<file path="src/rtl/collision_scan_engine_pkg.sv">
`default_nettype none
// ============================================================================
// Module      : collision_pkg
// Description : Shared types and default geometry for the collision scan
//               engine (move opcodes, FSM states, board/piece dimensions).
// Revision    : 1.0 - initial release
// ============================================================================
package collision_pkg;

    localparam int DEF_BOARD_W = 10;
    localparam int DEF_BOARD_H = 20;
    localparam int DEF_PIECE_N = 4;

    // Two-bit opcode space is fully populated, so no illegal op exists.
    typedef enum logic [1:0] {
        OP_DOWN   = 2'd0,
        OP_LEFT   = 2'd1,
        OP_RIGHT  = 2'd2,
        OP_ROTATE = 2'd3
    } op_t;

    typedef enum logic [1:0] {
        ST_IDLE = 2'd0,
        ST_SCAN = 2'd1,
        ST_RESP = 2'd2
    } state_t;

endpackage
`default_nettype wire

</file>
<file path="src/rtl/collision_scan_engine_row_collide.sv">
`default_nettype none
// ============================================================================
// Module      : row_collide
// Description : Combinational test of one piece-pattern row against one board
//               row at a signed column offset. Cells left/right of the board or
//               below the floor count as hits and never index the board.
// Revision    : 1.0 - initial release
// ============================================================================
module row_collide #(
    parameter int BOARD_W = 10,
    parameter int BOARD_H = 20,
    parameter int PIECE_N = 4,
    parameter int XW      = 4,
    parameter int RW      = 7
) (
    input  logic [PIECE_N-1:0]   row_bits,
    input  logic signed [XW:0]   tx,
    input  logic signed [RW-1:0] row_idx,
    input  logic [BOARD_W-1:0]   board_row,
    output logic                 hit
);

    // Any set pattern cell that lands off-board or on an occupied cell hits.
    always_comb begin
        int col;
        col = 0;
        hit = 1'b0;
        for (int c = 0; c < PIECE_N; c++) begin
            if (row_bits[c]) begin
                col = int'(tx) + c;
                if (col < 0 || col >= BOARD_W ||
                    int'(row_idx) < 0 || int'(row_idx) >= BOARD_H) begin
                    hit = 1'b1;
                end else begin
                    for (int b = 0; b < BOARD_W; b++) begin
                        if (col == b && board_row[b]) begin
                            hit = 1'b1;
                        end
                    end
                end
            end
        end
    end

endmodule
`default_nettype wire

</file>
<file path="src/rtl/collision_scan_engine.sv">
`default_nettype none
// ============================================================================
// Module      : collision_scan_engine
// Description : Sequential collision checker. Accepts one move request, scans
//               the candidate placement one pattern row per cycle against the
//               board, then holds collide/accept and the resulting anchor until
//               the consumer takes it.
// Revision    : 1.0 - initial release
// ============================================================================
module collision_scan_engine
    import collision_pkg::*;
#(
    parameter int   BOARD_W = DEF_BOARD_W,
    parameter int   BOARD_H = DEF_BOARD_H,
    parameter int   PIECE_N = DEF_PIECE_N,
    localparam int  XW      = $clog2(BOARD_W),
    localparam int  YW      = $clog2(BOARD_H)
) (
    input  logic                         clk,
    input  logic                         rst_n,
    input  logic                         req_valid,
    output logic                         req_ready,
    input  logic [1:0]                   req_op,
    input  logic [XW-1:0]                req_x,
    input  logic [YW-1:0]                req_y,
    input  logic [PIECE_N*PIECE_N-1:0]   req_pattern,
    input  logic [BOARD_H*BOARD_W-1:0]   board,
    output logic                         resp_valid,
    input  logic                         resp_ready,
    output logic                         resp_collide,
    output logic [XW-1:0]                resp_x,
    output logic [YW-1:0]                resp_y
);

    localparam int KW = (PIECE_N > 1) ? $clog2(PIECE_N) : 1;
    // Row index must hold ty (up to 2^YW) plus the largest row offset, signed.
    localparam int RW = YW + 2;
    localparam logic signed [XW:0] c_one_x = (XW+1)'(1);
    localparam logic signed [YW:0] c_one_y = (YW+1)'(1);

    state_t                       state_q, state_d;
    logic [KW-1:0]                k_q, k_d;
    logic [XW-1:0]                x_q, x_d;
    logic [YW-1:0]                y_q, y_d;
    logic signed [XW:0]           tx_q, tx_d;
    logic signed [YW:0]           ty_q, ty_d;
    logic [PIECE_N*PIECE_N-1:0]   pattern_q, pattern_d;
    logic                         sticky_q, sticky_d;
    logic                         resp_valid_q, resp_valid_d;
    logic                         resp_collide_q, resp_collide_d;
    logic [XW-1:0]                resp_x_q, resp_x_d;
    logic [YW-1:0]                resp_y_q, resp_y_d;

    logic signed [XW:0]           w_tx_base;
    logic signed [YW:0]           w_ty_base;
    logic signed [RW-1:0]         w_row_idx;
    logic [PIECE_N-1:0]           w_row_bits;
    logic [BOARD_W-1:0]           w_board_row;
    logic                         w_hit;

    assign w_tx_base = {1'b0, req_x};
    assign w_ty_base = {1'b0, req_y};
    assign w_row_idx = {{(RW-YW-1){ty_q[YW]}}, ty_q} + RW'(k_q);

    // Select pattern row k and the board row it lands on; rows below the
    // floor select nothing and the row checker flags them itself.
    always_comb begin
        w_row_bits  = '0;
        w_board_row = '0;
        for (int r = 0; r < PIECE_N; r++) begin
            if (k_q == KW'(r)) begin
                w_row_bits = pattern_q[r*PIECE_N +: PIECE_N];
            end
        end
        for (int r = 0; r < BOARD_H; r++) begin
            if (int'(w_row_idx) == r) begin
                w_board_row = board[r*BOARD_W +: BOARD_W];
            end
        end
    end

    row_collide #(
        .BOARD_W (BOARD_W),
        .BOARD_H (BOARD_H),
        .PIECE_N (PIECE_N),
        .XW      (XW),
        .RW      (RW)
    ) u_row_collide (
        .row_bits  (w_row_bits),
        .tx        (tx_q),
        .row_idx   (w_row_idx),
        .board_row (w_board_row),
        .hit       (w_hit)
    );

    // Next-state logic: accept, fixed-length scan, then registered response.
    always_comb begin
        state_d        = state_q;
        k_d            = k_q;
        x_d            = x_q;
        y_d            = y_q;
        tx_d           = tx_q;
        ty_d           = ty_q;
        pattern_d      = pattern_q;
        sticky_d       = sticky_q;
        resp_valid_d   = resp_valid_q;
        resp_collide_d = resp_collide_q;
        resp_x_d       = resp_x_q;
        resp_y_d       = resp_y_q;

        case (state_q)
            ST_IDLE: begin
                if (req_valid) begin
                    x_d       = req_x;
                    y_d       = req_y;
                    pattern_d = req_pattern;
                    sticky_d  = 1'b0;
                    k_d       = '0;
                    tx_d      = w_tx_base;
                    ty_d      = w_ty_base;
                    case (op_t'(req_op))
                        OP_DOWN:   ty_d = w_ty_base + c_one_y;
                        OP_LEFT:   tx_d = w_tx_base - c_one_x;
                        OP_RIGHT:  tx_d = w_tx_base + c_one_x;
                        OP_ROTATE: tx_d = w_tx_base;
                    endcase
                    state_d = ST_SCAN;
                end
            end
            ST_SCAN: begin
                // No early exit: every row is scanned so latency is fixed.
                sticky_d = sticky_q | w_hit;
                if (k_q == KW'(PIECE_N-1)) begin
                    state_d = ST_RESP;
                end else begin
                    k_d = k_q + KW'(1);
                end
            end
            ST_RESP: begin
                // First RESP cycle loads the output flops; then hold for handshake.
                if (!resp_valid_q) begin
                    resp_valid_d   = 1'b1;
                    resp_collide_d = sticky_q;
                    resp_x_d       = sticky_q ? x_q : tx_q[XW-1:0];
                    resp_y_d       = sticky_q ? y_q : ty_q[YW-1:0];
                end else if (resp_ready) begin
                    resp_valid_d = 1'b0;
                    state_d      = ST_IDLE;
                end
            end
            default: begin
                state_d = ST_IDLE;
            end
        endcase
    end

    // State and datapath registers; reset aborts any request in flight.
    always_ff @(posedge clk or negedge rst_n) begin
        if (!rst_n) begin
            state_q        <= ST_IDLE;
            k_q            <= '0;
            x_q            <= '0;
            y_q            <= '0;
            tx_q           <= '0;
            ty_q           <= '0;
            pattern_q      <= '0;
            sticky_q       <= 1'b0;
            resp_valid_q   <= 1'b0;
            resp_collide_q <= 1'b0;
            resp_x_q       <= '0;
            resp_y_q       <= '0;
        end else begin
            state_q        <= state_d;
            k_q            <= k_d;
            x_q            <= x_d;
            y_q            <= y_d;
            tx_q           <= tx_d;
            ty_q           <= ty_d;
            pattern_q      <= pattern_d;
            sticky_q       <= sticky_d;
            resp_valid_q   <= resp_valid_d;
            resp_collide_q <= resp_collide_d;
            resp_x_q       <= resp_x_d;
            resp_y_q       <= resp_y_d;
        end
    end

    assign req_ready    = (state_q == ST_IDLE);
    assign resp_valid   = resp_valid_q;
    assign resp_collide = resp_collide_q;
    assign resp_x       = resp_x_q;
    assign resp_y       = resp_y_q;

endmodule
`default_nettype wire

</file>
<file path="config.mk">
export PLATFORM = sky130hd
export DESIGN_NAME = collision_scan_engine
export DESIGN_NICKNAME = d
export VERILOG_FILES = /design/src/rtl/collision_scan_engine_pkg.sv /design/src/rtl/collision_scan_engine_row_collide.sv /design/src/rtl/collision_scan_engine.sv
export SDC_FILE = /design/constraint.sdc
export NUM_CORES = 1
export LEC_CHECK = 0
export CAP_MARGIN = 20
export CORE_MARGIN = 2
export CORE_UTILIZATION = 49
export DETAILED_ROUTE_END_ITERATION = 7
export PLACE_DENSITY = 0.88
export SYNTH_ARGS = -nofsm -noshare
export SYNTH_HDL_FRONTEND = slang
export SYNTH_SLANG_ARGS = --single-unit
</file>
<file path="constraint.sdc">
create_clock -name clk -period 9.6 [get_ports clk]
set_clock_uncertainty 0.05 [all_clocks]
set_input_delay 2.4 -clock clk [delete_from_list [all_inputs] [get_ports clk]]
set_output_delay 2.4 -clock clk [all_outputs]
set_load 0.02 [all_outputs]
</file>
* Yosys cells after proc, flatten, opt, wreduce, memory -nomap -nowiden
Index checks and enable logic that the tools add are counted.
Word-level totals: logic and storage cells 253, output and inout port bits 12, register bits 52
Operators by class: bitwise operators 2, multiplexer cells 88, $add $sub $neg 8, reductions and logical operators 66, magnitude comparators 10, equality and inequality tests 67
Operators by type and width (count):
- 32-bit by 4-bit == test with 1-bit output, second input constant | 12
- 10-bit 2-to-1 mux | 20
- 32-bit by 3-bit == test with 1-bit output, second input constant | 6
- 32-bit by 5-bit == test with 1-bit output, second input constant | 6
- 32-bit zero test | 5
- 32-bit by 2-bit == test with 1-bit output, second input constant | 3
- 32-bit by 5-bit >= comparator with 1-bit output, second input constant | 3
- 32-bit by 1-bit < comparator with 1-bit output, second input constant | 3
- 7-bit by 5-bit == test with 1-bit output, second input constant | 8
- 1-bit 2-to-1 mux | 51
- 1-bit logical AND | 40
- 7-bit by 4-bit == test with 1-bit output, second input constant | 4
- 7-bit by 6-bit == test with 1-bit output, second input constant | 4
- 5-bit by 4-bit == test with 1-bit output, second input constant | 4
- 4-bit 2-to-1 mux | 5
- 7-bit by 3-bit == test with 1-bit output, second input constant | 2
- 5-bit by 3-bit adder with 6-bit output, second input constant | 2
- 1-bit logical OR | 12
- 2-bit 2-to-1 mux | 6
- 5-bit by 3-bit == test with 1-bit output, second input constant | 2
- 5-bit == test, second input constant | 2
- 2-bit inequality test, second input constant | 5
- 5-bit one-hot mux with 2 select lines | 1
- 2-bit == test, second input constant | 4
- other kinds (25) | 31

* Longest topological paths before layout
Gate-level depths: netlist (run 1).
word-level depth 73, mapped depth 16, gate-level depth less buffers 13

* Hierarchy
Synthesis (run 1) repeated with hierarchy kept, for this count alone.
Second synthesis, totals: cell total of the unflattened synthesis 737, area, all modules 5637.9 µm²
By module, submodules not included:
- collision_scan_engine | area an instance 4922.2 µm², cells an instance 642, seq. area each 1301.2 µm², times used 1
- row_collide | area an instance 715.7 µm², cells an instance 95, seq. area each 0.0 µm², times used 1

* Least setup slack after synthesis (run 1)
No wires, ideal clock.
path kind in2reg, start point input board[81], end point register sticky_q, cell stages on the path 10, required time 9426 ps, library setup time 124 ps, setup slack 4721 ps, buffers on the path 0, arrival 4705 ps, path through mux2_2 > nor3_1 > a211oi_1 > and4b_1 > a2111oi_0 > a21oi_1 > o311ai_0 > a41oi_1 > a2111o_1 > o31a_1
On the way: word-level cells in the longest chain between the ends 62
Ends and longest elaborated chain:
- start: declaration | line collision_scan_engine.sv:27 | input logic [BOARD_H*BOARD_W-1:0] board,
- 10-bit 2-to-1 mux (*) (12 in series) | line collision_scan_engine.sv:76 | if (int'(w_row_idx) == r) begin
- 1-bit logical AND | line collision_scan_engine_row_collide.sv:36 | if (col == b && board_row[b]) begin
- 1-bit 2-to-1 mux (9 in series) | line collision_scan_engine_row_collide.sv:36
- 1-bit 2-to-1 mux | line collision_scan_engine_row_collide.sv:31 | if (col < 0 || col >= BOARD_W ||
- 1-bit 2-to-1 mux | line collision_scan_engine_row_collide.sv:29 | if (row_bits[c]) begin
- 1-bit 2-to-1 mux (10 in series) | line collision_scan_engine_row_collide.sv:36
- 1-bit 2-to-1 mux | line collision_scan_engine_row_collide.sv:31
- 1-bit 2-to-1 mux | line collision_scan_engine_row_collide.sv:29
- 1-bit 2-to-1 mux (10 in series) | line collision_scan_engine_row_collide.sv:36
- 1-bit 2-to-1 mux | line collision_scan_engine_row_collide.sv:31
- 1-bit 2-to-1 mux | line collision_scan_engine_row_collide.sv:29
- 1-bit 2-to-1 mux (10 in series) | line collision_scan_engine_row_collide.sv:36
- 1-bit 2-to-1 mux | line collision_scan_engine_row_collide.sv:31
- 1-bit 2-to-1 mux (*) | line collision_scan_engine_row_collide.sv:29
- 1-bit OR (*) | line collision_scan_engine.sv:132 | sticky_d = sticky_q | w_hit;
- 1-bit one-hot mux with 2 select lines (*) | line collision_scan_engine.sv:111 | case (state_q)
- end signal: assignment | line collision_scan_engine.sv:180 | sticky_q <= sticky_d;
- end: declaration | line collision_scan_engine.sv:48 | logic sticky_q, sticky_d;
Mark *: on every way between the ends. The rest lies on a longest branch, timed or not. A chain may end at the register's enable or synchronous reset.

* Worst setup path in the final report (run 1)
start point input board[101], end point register sticky_q
On the way: word-level cells in the longest chain between the ends 60
Ends and longest elaborated chain (line):
- 10-bit 2-to-1 mux (*) (10 in series) | collision_scan_engine.sv:76
- 1-bit logical AND | collision_scan_engine_row_collide.sv:36
- 1-bit 2-to-1 mux (9 in series) | collision_scan_engine_row_collide.sv:36
- 1-bit 2-to-1 mux | collision_scan_engine_row_collide.sv:31
- 1-bit 2-to-1 mux | collision_scan_engine_row_collide.sv:29
- 1-bit 2-to-1 mux (10 in series) | collision_scan_engine_row_collide.sv:36
- 1-bit 2-to-1 mux | collision_scan_engine_row_collide.sv:31
- 1-bit 2-to-1 mux | collision_scan_engine_row_collide.sv:29
- 1-bit 2-to-1 mux (10 in series) | collision_scan_engine_row_collide.sv:36
- 1-bit 2-to-1 mux | collision_scan_engine_row_collide.sv:31
- 1-bit 2-to-1 mux | collision_scan_engine_row_collide.sv:29
- 1-bit 2-to-1 mux (10 in series) | collision_scan_engine_row_collide.sv:36
- 1-bit 2-to-1 mux | collision_scan_engine_row_collide.sv:31
- 1-bit 2-to-1 mux (*) | collision_scan_engine_row_collide.sv:29
- 1-bit OR (*) | collision_scan_engine.sv:132
- 1-bit one-hot mux with 2 select lines (*) | collision_scan_engine.sv:111
Marked as above.

==> results.json, run 1 <==
{
  "seq_area_mm2": 0.00130,
  "vias": 7796,
  "synth-adder-area-share_pct": 5.05,
  "combPwrFrac_pct": 79.4,
  "dp.cells": 1206,
  "wl_per_cell_um": 22.3,
  "leakagePower_nw": 3.57,
  "yosysTopAreaCell": "dfrtp_1",
  "min_from": "pattern_q[15]$_DFFE_PN0P_",
  "detail_route.iter0.violations": 1017,
  "crit_family": "compound AO/OA/AOI/OAI gates",
  "via_per_inst": 6.40,
  "htree_levels": 2,
  "dr_wl_met3_mm": 2.85,
  "ys_warn_count": 0,
  "power.switching_mw": 1.84,
  "chipHeight_um": 117,
  "clock_path_buffers": 2,
  "synth.area.mux_share_pct": 11.9,
  "top_layer_used": "met4",
  "wl_met2_mm": 12.4,
  "post-synth-top-area-fraction_pct": 20.8,
  "pwr-share-seq_pct": 14.4,
  "critical-path-slowest-cell": "a2111oi_0",
  "rr_worst_depth": 14,
  "drc": 0,
  "min_path_cells": 2,
  "arrival_ns": 6.16,
  "cp-start-kind": "primary input",
  "fillCellCount": 1075,
  "finalWirelength_mm": 27.2,
  "yosys.area_share.simple_pct": 24.0,
  "cts_buffers": 5,
  "slew_viol_final": 0,
  "synth_nets": 1097,
  "max_stage_delay_ns": 0.94,
  "gp_congestion": 0.960,
  "final-setup-viol-count": 0,
  "path_clk_slew_ns": 0.07,
  "setup_slack_ns": 3.57,
  "critPathKind": "in -> reg",
  "layoutNonFillerInstCount": 1218,
  "worstHoldPathType": "reg -> reg",
  "antenna_found_initial": 3,
  "netlist_top_cells_area": "dfrtp_1 21%, nand2_1 8.1%, mux2i_1 6.7%, a21oi_1 5.3%, o21ai_0 4.9%",
  "synth_compound_area_share_pct": 30.8,
  "io_pins": 243,
  "syn2layout_area_growth_pct": 42.5,
  "drt_pre_antenna_iters": 6,
  "worst_pin_slew_ns": 1.20,
  "clk_latency_ns": 0.29,
  "grt_first_pass_wirelength_mm": 40.5,
  "post_route_cells_drive_above_1_share_pct": 5.56,
  "syn_inst": 842,
  "synth.most_common_cell": "nand2_1",
  "portBuffers": 242,
  "multi_input_area_mm2": 0.00461,
  "cp_cell_sequence": "clkdlybuf4s50_1 > mux2_2 > nor3_1 > a211oi_1 > and4b_1 > a2111oi_0 > a21oi_1 > o311ai_0 > a41oi_1 > a2111o_1 > o31a_1",
  "core_area_mm2": 0.0125,
  "power.density_mw_per_mm2": 366,
  "grt_overflow": 0,
  "cp-end-kind": "register",
  "grt_max_degree": 64,
  "status": "finished clean",
  "synth_flop_cell": "dfrtp_1",
  "first_global_vias": 7354,
  "cts.sinks": 52,
  "dp_slack_ns": 3.45,
  "post_cts_buffers": 0,
  "rr_endpoint": "sticky_q$_DFFE_PN0P_",
  "cts_root_buf": "clkbuf_16",
  "internal_power_mw": 1.42,
  "sw_frac_of_total_pct": 56.5,
  "dp_hpwl_mm": 20.8,
  "relSlewSlack_pct": 17.8,
  "initial_utilization_pct": 49.9,
  "hold_violations": 0,
  "async_flop_share_pct": 100,
  "vdd_drop_max_uv": 267,
  "ff2ff_setup_slack_ns": 3.75,
  "dieWidth_um": 117,
  "synth_top_family_by_area": "compound AO/OA/AOI/OAI gates",
  "avgSynthCellArea_um2": 7.41,
  "ys_top_cells_by_count": "135 x nand2_1, 79 x nor2_1, 66 x a21oi_1, 61 x o21ai_0, 52 x dfrtp_1",
  "rsz0062_at_grt": "no",
  "nets": 1297,
  "tns_ns": 0,
  "required_ns": 9.73,
  "num_rows": 41,
  "worst-path-max-fanout": 3,
  "min_to": "pattern_q[15]$_DFFE_PN0P_",
  "min_period_ns": 6.03,
  "synth_cell_types": 79,
  "regToRegStartpoint": "k_q[0]$_DFFE_PN0P_",
  "cts_tree": "done",
  "drv_cap": 0,
  "yosys.area_share.xor_xnor_pct": 1.82,
  "fin_crit_sh_pct": 62.8,
  "syn-cell-area_mm2": 0.00624,
  "timing.fmax_mhz": 166,
  "crit_buf_inv": 1,
  "grt_use_total_pct": 39.3,
  "dieArea_mm2": 0.0137,
  "cts_resized": 0,
  "synth.yosys.seq_area_share_pct": 20.8,
  "synth_edf_count": 0,
  "p_clk_share_pct": 6.2,
  "synth-seq-cells": 52,
  "ant_nets": 0,
  "hold_buffers": 0,
  "wl_met1_mm": 10.3
}
flip-flops by register name, indices dropped and copies added (netlist names), 2 cells and up:
register	flops
resp_x	4
k_q	2
x_q	4
pattern_q	16
tx_q	5
state_q	2
y_q	5
ty_q	6
resp_y	5
cells by family after synthesis:
| family | count (synthesis) |
|---|---|
| fa+ha+maj | 24 |
| flops | 52 |
| mux | 62 |
| buf+inv | 86 |
| xor+xnor | 13 |
| simple gates | 322 |
| compound gates | 283 |
how the worst max path moves through the flow:
stage | depth (start not counted) | slack [ns] | from | end
global placement | 11 | 3.54 | board[101] | sticky_q$_DFFE_PN0P_
floorplan | 10 | 4.72 | board[81] | sticky_q$_DFFE_PN0P_
detailed placement | 11 | 3.45 | board[101] | sticky_q$_DFFE_PN0P_
global route | 11 | 3.46 | board[101] | sticky_q$_DFFE_PN0P_
finish | 11 | 3.57 | board[101] | sticky_q$_DFFE_PN0P_
CTS | 11 | 3.76 | board[101] | sticky_q$_DFFE_PN0P_
worst register-to-register path, cell delays in order, from the launching register on:
cell       delay, ns
dfrtp_1         0.50
ha_4            0.22
inv_1           0.06
fa_2            0.42
buf_4           0.34
inv_1           0.81
nor2_1          0.43
a21oi_1         0.26
a21oi_1         0.08
a2111oi_0       1.02
a21oi_1         0.24
o311ai_0        0.44
a41oi_1         0.16
a2111o_1        0.41
o31a_1          0.30
per-layer routing:
| metal | track usage, % | up-vias |
|---|---|---|
| met5 | 0 | - |
| met4 | 24.0 | 0 |
| met3 | 9.32 | 96 |
| met2 | 64.3 | 522 |
| met1 | 46.8 | 3632 |
| li1 | - | 3546 |
through the flow:
stage | util, % | area [µm²] | power, mW | hold slack (ns)
CTS | 70.9 | 8880 | 3.16 | 0.430
global placement | 69.6 | 8710 | 2.91 | 0.407
global route | 71.1 | 8890 | 3.46 | 0.453
detailed placement | 69.6 | 8710 | 2.94 | 0.414
finish | 71.1 | 8890 | 3.26 | 0.427
floorplan | - | 6240 | 2.18 | 0.395
cell type report:
cell class,count,area share [%]
Antenna cell,3,0.0844
Clock buffer,5,1.41
Clock inverter,3,0.478
Inverter,26,1.10
Multi-Input combinational cell,704,51.8
Sequential cell,52,14.6
Tap cell,172,2.42
Timing Repair Buffer,253,28.1
placed cells by master, fill, tap and decap left out, drive strengths merged, types with 9 or more instances in the layout:
cell / n
dfrtp: 52
a21oi: 67
mux2: 11
nand2: 135
a21o: 9
o21ai: 63
a22oi: 17
ha: 22
o22ai: 14
buf: 12
and3: 9
mux2i: 43
nand3: 20
nor3: 15
clkdlybuf4s50: 241
nor2: 79
a211oi: 10
inv: 25
power groups by stage:
stage | sequential (mW) | clock (mW) | combinational [mW]
2_1_floorplan | 0.416 | 0 | 1.77
3_3_place_gp | 0.463 | 0 | 2.45
3_5_place_dp | 0.468 | 0 | 2.47
4_1_cts | 0.466 | 0.205 | 2.48
5_1_grt | 0.489 | 0.214 | 2.75
6_report | 0.470 | 0.202 | 2.58
No activity file was read; power rests on OpenSTA's default activity.
==> run 2: changes to the inputs <==
--- a/config.mk
+++ b/config.mk
@@ -7,9 +7,9 @@
 export LEC_CHECK = 0
 export CAP_MARGIN = 20
 export CORE_MARGIN = 2
-export CORE_UTILIZATION = 49
+export CORE_UTILIZATION = 46
 export DETAILED_ROUTE_END_ITERATION = 7
-export PLACE_DENSITY = 0.88
+export PLACE_DENSITY = 0.84
 export SYNTH_ARGS = -nofsm -noshare
 export SYNTH_HDL_FRONTEND = slang
 export SYNTH_SLANG_ARGS = --single-unit
==> constraint.sdc (replaced) <==
create_clock -name clk -period 6.3 [get_ports clk]
set_clock_uncertainty 0.05 [all_clocks]
set_input_delay 1.575 -clock clk [delete_from_list [all_inputs] [get_ports clk]]
set_output_delay 1.575 -clock clk [all_outputs]
set_load 0.02 [all_outputs]
==> results.json, run 2 (synthesized netlist as in run 1, its figures left out) <==
{
  "final-setup-viol-count": 0,
  "post_route_cells_drive_above_1_share_pct": 5.84,
  "syn2layout_area_growth_pct": 42.7,
  "cp-start-kind": "register",
  "min_path_cells": 2,
  "relSlewSlack_pct": 39.5,
  "hold_buffers": 0,
  "first_global_vias": 7448,
  "ant_nets": 0,
  "whs_ns": 0.429,
  "required_ns": 6.43,
  "via_per_inst": 6.30,
  "grt_first_pass_wirelength_mm": 40.2,
  "detail_route.iter0.violations": 866,
  "min_to": "pattern_q[6]$_DFFE_PN0P_",
  "largest_reg_flops": 16,
  "status": "finished clean",
  "nets": 1299,
  "gp_congestion": 1.05,
  "worst-path-max-fanout": 26,
  "power.density_mw_per_mm2": 548,
  "rsz0062_at_grt": "no",
  "top_regs": "pattern_q: 16 flops, ty_q: 6 flops",
  "layout_common_cells": "241 x clkdlybuf4s50_1, 135 x nand2_1, 78 x nor2_1",
  "arrival_ns": 5.10,
  "grt_overflow": 0,
  "finalWirelength_mm": 26.1,
  "cts_buffers": 5,
  "worstHoldPathType": "reg -> reg",
  "tns_ns": 0,
  "cts_tree": "done",
  "num_rows": 42,
  "final_core_utilization_pct": 67.2,
  "min_from": "pattern_q[6]$_DFFE_PN0P_",
  "portBuffers": 242,
  "core_area_mm2": 0.0132,
  "regToRegStartpoint": "k_q[0]$_DFFE_PN0P_",
  "drv_cap": 0,
  "clock_path_buffers": 2,
  "dp_hpwl_mm": 20.4,
  "dieArea_mm2": 0.0145,
  "wl_per_cell_um": 21.4,
  "hold_violations": 0,
  "final_common_cell": "clkdlybuf4s50_1",
  "min_period_ns": 4.97,
  "finalInstanceArea_mm2": 0.00890,
  "cts_resized": 0,
  "top_register": "pattern_q",
  "fillCellCount": 1140,
  "post_cts_buffers": 0,
  "slew_viol_final": 0,
  "drt_pre_antenna_iters": 8,
  "antenna_found_initial": 1,
  "path_clk_slew_ns": 0.07,
  "dpl_cell_area_mm2": 0.00873,
  "seq_area_mm2": 0.00130,
  "clk_latency_ns": 0.29,
  "worst_pin_slew_ns": 0.885,
  "critPathKind": "reg -> reg",
  "cts.sinks": 52,
  "grt_max_degree": 53,
  "dp_slack_ns": 1.18,
  "rr_worst_depth": 12,
  "chipHeight_um": 120,
  "vdd_drop_max_uv": 333,
  "timing.fmax_mhz": 201,
  "rr_endpoint": "sticky_q$_DFFE_PN0P_",
  "fin_crit_sh_pct": 78.9,
  "htree_levels": 2,
  "ff2ff_setup_slack_ns": 1.33,
  "io_pins": 243,
  "cp-end-kind": "register",
  "vias": 7701,
  "initial_utilization_pct": 47.1,
  "multi_input_area_mm2": 0.00461,
  "grt_use_total_pct": 35.1,
  "setup_slack_ns": 1.33,
  "dieWidth_um": 120,
  "cts_root_buf": "clkbuf_16",
  "drc": 0,
  "leakagePower_nw": 3.58
}
[run 2: cell count changes in the layout (fill, tap and decap cells not counted)]
cell	before	now
bufinv_16	1	0
inv_6	0	1
diode_2	3	1
nor2_2	0	1
clkbuf_8	0	1
nor2_1	79	78
buf_4	11	12
buf_8	0	1
clkinvlp_4	1	0
[run 2: critical path, stage by stage (launching register included)]
cell and delay (ns):
dfrtp_1 0.50, ha_4 0.18, inv_1 0.05, fa_2 0.89, nor2_1 0.26, o211ai_2 0.33
nor2_1 0.25, a2111oi_0 0.86, a21oi_1 0.22, o311ai_0 0.38, a41oi_1 0.16, a2111o_1 0.41
o31a_1 0.29
[run 2: worst max-delay path by stage]
stage / endpoint / from / cells past startpoint
2_1_floorplan: sticky_q$_DFFE_PN0P_ / board[81] / 10
3_3_place_gp: sticky_q$_DFFE_PN0P_ / board[101] / 11
3_5_place_dp: sticky_q$_DFFE_PN0P_ / board[101] / 11
4_1_cts: sticky_q$_DFFE_PN0P_ / k_q[0]$_DFFE_PN0P_ / 12
5_1_grt: sticky_q$_DFFE_PN0P_ / k_q[0]$_DFFE_PN0P_ / 12
6_report: sticky_q$_DFFE_PN0P_ / k_q[0]$_DFFE_PN0P_ / 12
[run 2: cell type report]
| type | count | area share [%] |
|---|---|---|
| Sequential cell | 52 | 14.6 |
| Multi-Input combinational cell | 704 | 51.7 |
| Clock buffer | 6 | 1.56 |
| Antenna cell | 1 | 0.0281 |
| Timing Repair Buffer | 255 | 28.3 |
| Inverter | 26 | 1.10 |
| Clock inverter | 2 | 0.155 |
| Tap cell | 176 | 2.47 |
[run 2: report_power, final]
part / switching, mW / internal, mW / total [mW]
clock network: 0.122 / 0.159 / 0.281
logic: 2.38 / 1.51 / 3.89
registers: 0.224 / 0.489 / 0.713
total: 2.72 / 2.16 / 4.88
[run 2: routing by layer]
| metal | part of all wire (%) | GRT usage, % | wire length, µm | vias to the layer above |
|---|---|---|---|---|
| li1 | - | - | - | 3554 |
| met1 | 40 | 45.1 | 10500 | 3602 |
| met2 | 46 | 58.1 | 12000 | 460 |
| met3 | 8.5 | 4.48 | 2210 | 85 |
| met4 | 5.3 | 17.6 | 1370 | 0 |
| met5 | 0 | 0 | 0 | - |
[run 2: per-stage QoR]
step / instances / power, mW
after detailed placement: 1212 / 4.46
after CTS: 1220 / 4.76
final: 1222 / 4.88
after global routing: 1222 / 5.21
after global placement: 1212 / 4.44
after floorplan: 842 / 3.32
==> run 3: changes to the inputs <==
--- a/config.mk
+++ b/config.mk
@@ -7,9 +7,9 @@
 export LEC_CHECK = 0
 export CAP_MARGIN = 20
 export CORE_MARGIN = 2
-export CORE_UTILIZATION = 46
+export CORE_UTILIZATION = 41
 export DETAILED_ROUTE_END_ITERATION = 7
-export PLACE_DENSITY = 0.84
+export PLACE_DENSITY = 0.79
 export SYNTH_ARGS = -nofsm -noshare
 export SYNTH_HDL_FRONTEND = slang
 export SYNTH_SLANG_ARGS = --single-unit
==> constraint.sdc (replaced) <==
create_clock -name clk -period 4 [get_ports clk]
set_clock_uncertainty 0.05 [all_clocks]
set_input_delay 1 -clock clk [delete_from_list [all_inputs] [get_ports clk]]
set_output_delay 1 -clock clk [all_outputs]
set_load 0.02 [all_outputs]
==> results.json, run 3 (synthesized netlist as in run 1, its figures left out) <==
{
  "detail_route.iter0.violations": 737,
  "portBuffers": 242,
  "gp_congestion": 1.02,
  "min_period_ns": 4.05,
  "timing.fmax_mhz": 247,
  "clk_latency_ns": 0.30,
  "antenna_found_initial": 2,
  "worst-path-max-fanout": 6,
  "cts_tree": "done",
  "io_pins": 243,
  "first_global_vias": 7935,
  "syn2layout_area_growth_pct": 59.2,
  "worst_pin_slew_ns": 0.832,
  "leakagePower_nw": 4.11,
  "vdd_drop_max_uv": 629,
  "rr_worst_depth": 16,
  "final_core_utilization_pct": 66.1,
  "dr_wl_met3_mm": 1.97,
  "fillCellCount": 1294,
  "slew_viol_final": 0,
  "dieArea_mm2": 0.0162,
  "ant_nets": 0,
  "initial_utilization_pct": 41.5,
  "cts_buffers": 5,
  "top_register": "pattern_q",
  "dp_slack_ns": -0.410,
  "ff2ff_setup_slack_ns": -0.05,
  "wl_per_cell_um": 21.5,
  "htree_levels": 2,
  "grt_first_pass_wirelength_mm": 44.0,
  "cp-end-kind": "register",
  "fin_crit_sh_pct": 101,
  "core_area_mm2": 0.0150,
  "violations": "negative setup slack",
  "post_route_cells_drive_above_1_share_pct": 17.1,
  "rsz0062_at_grt": "yes",
  "dp.cells": 1314,
  "min_path_cells": 2,
  "layoutNonFillerInstCount": 1337,
  "cts_root_buf": "clkbuf_16",
  "chipHeight_um": 127,
  "power.density_mw_per_mm2": 939,
  "setup_slack_ns": -0.0522,
  "critPathKind": "reg -> reg",
  "largest_reg_flops": 16,
  "vias": 8090,
  "clock_path_buffers": 2,
  "num_rows": 45,
  "hold_violations": 0,
  "final_common_cell": "clkdlybuf4s50_1",
  "grt_overflow": 0,
  "nets": 1401,
  "final-setup-viol-count": 1,
  "arrival_ns": 4.19,
  "layout_common_cells": "241 x clkdlybuf4s50_1, 135 x nand2_1, 107 x buf_4",
  "required_ns": 4.14,
  "status": "finished with violations",
  "drt_pre_antenna_iters": 8,
  "grt_max_degree": 30,
  "top_regs": "pattern_q: 16 flops, ty_q: 6 flops",
  "drv_cap": 0,
  "finalWirelength_mm": 28.7,
  "drc": 0,
  "grt_use_total_pct": 34.5,
  "dieWidth_um": 127,
  "relSlewSlack_pct": 44.3,
  "wl_met1_mm": 11.8,
  "dp_hpwl_mm": 23.1,
  "cts.sinks": 52,
  "wl_met2_mm": 13.8,
  "top_layer_used": "met4",
  "cp-start-kind": "register",
  "path_clk_slew_ns": 0.08,
  "worstHoldPathType": "reg -> reg",
  "via_per_inst": 6.05
}
## run 3: cell types whose count changed in the layout (fill, tap and decap cells not counted), moves of 3 or more
cell | previous run | this run
buf_6 | 0 | 4
mux2i_1 | 42 | 39
a2111oi_0 | 4 | 1
a211oi_2 | 0 | 3
buf_12 | 0 | 3
a211oi_1 | 10 | 7
buf_4 | 12 | 107
mux2i_2 | 1 | 4
nor2_2 | 1 | 4
nor2_1 | 78 | 75
a21oi_1 | 66 | 62
## run 3: critical path, stage by stage, from the launching register on
cell	delay (ns)
dfrtp_1	0.39
ha_4	0.15
inv_2	0.03
fa_2	0.39
or4b_4	0.51
mux2_4	0.33
a21o_4	0.24
buf_6	0.13
o32a_1	0.28
o21ai_1	0.17
a22oi_2	0.11
buf_4	0.17
buf_4	0.12
o2111ai_1	0.16
nor2_1	0.06
a2111o_1	0.35
o31a_1	0.30
## run 3: worst paths after layout
| path | start | end |
|---|---|---|
| max | ty_q[0]$_DFFE_PN0P_ | sticky_q$_DFFE_PN0P_ |
| min | x_q[0]$_DFFE_PN0P_ | x_q[0]$_DFFE_PN0P_ |
| max reg2reg | ty_q[0]$_DFFE_PN0P_ | sticky_q$_DFFE_PN0P_ |
| min reg2reg | x_q[0]$_DFFE_PN0P_ | x_q[0]$_DFFE_PN0P_ |
| max in group asynchronous | rst_n | y_q[1]$_DFFE_PN0P_ |
| min in group asynchronous | rst_n | pattern_q[13]$_DFFE_PN0P_ |
## run 3: through the flow
step / TNS, ns / area, µm² / total power, mW / hold WS [ns]
floorplan: 0 / 6240 / 5.24 / 0.395
global placement: -0.270 / 9460 / 8.26 / 0.407
detailed placement: -0.410 / 9460 / 8.25 / 0.413
CTS: 0 / 9700 / 8.88 / 0.429
global route: -0.164 / 9930 / 9.91 / 0.455
finish: -0.0522 / 9930 / 9.33 / 0.428
## run 3: timing repair
item | in CTS | in global routing
pin swaps | 5 | 20
hold buffers | 0 | 0
resized for setup | 21 | 30
setup endpoints to repair | 1 | 1
gates cloned | 0 | 1
endpoints found under the hold margin | 0 | 0
setup buffers | 2 | 10
## run 3: cell type report
cell class                      instances  area (µm²)  share of cell area, %
Tap cell                              188         235                   2.37
Sequential cell                        52        1300                   13.1
Timing Repair Buffer                  357        3330                   33.5
Clock buffer                            5         125                   1.26
Multi-Input combinational cell        704        4810                   48.5
Antenna cell                            2        5.00                 0.0504
Inverter                               26        97.6                  0.982
Clock inverter                          3        25.0                  0.252
## run 3: power by group
part	leakage, nW	switching [mW]	internal (mW)
combinational	3.40	4.39	3.44
sequential	0.645	0.277	0.772
clock	0.0708	0.208	0.237
total	4.11	4.88	4.45
## run 3: layer usage
metal	vias up	global-route usage, %
met5	-	0
met4	0	14.1
met3	82	4.19
met2	422	60.6
met1	3828	42.8
li1	3758	-
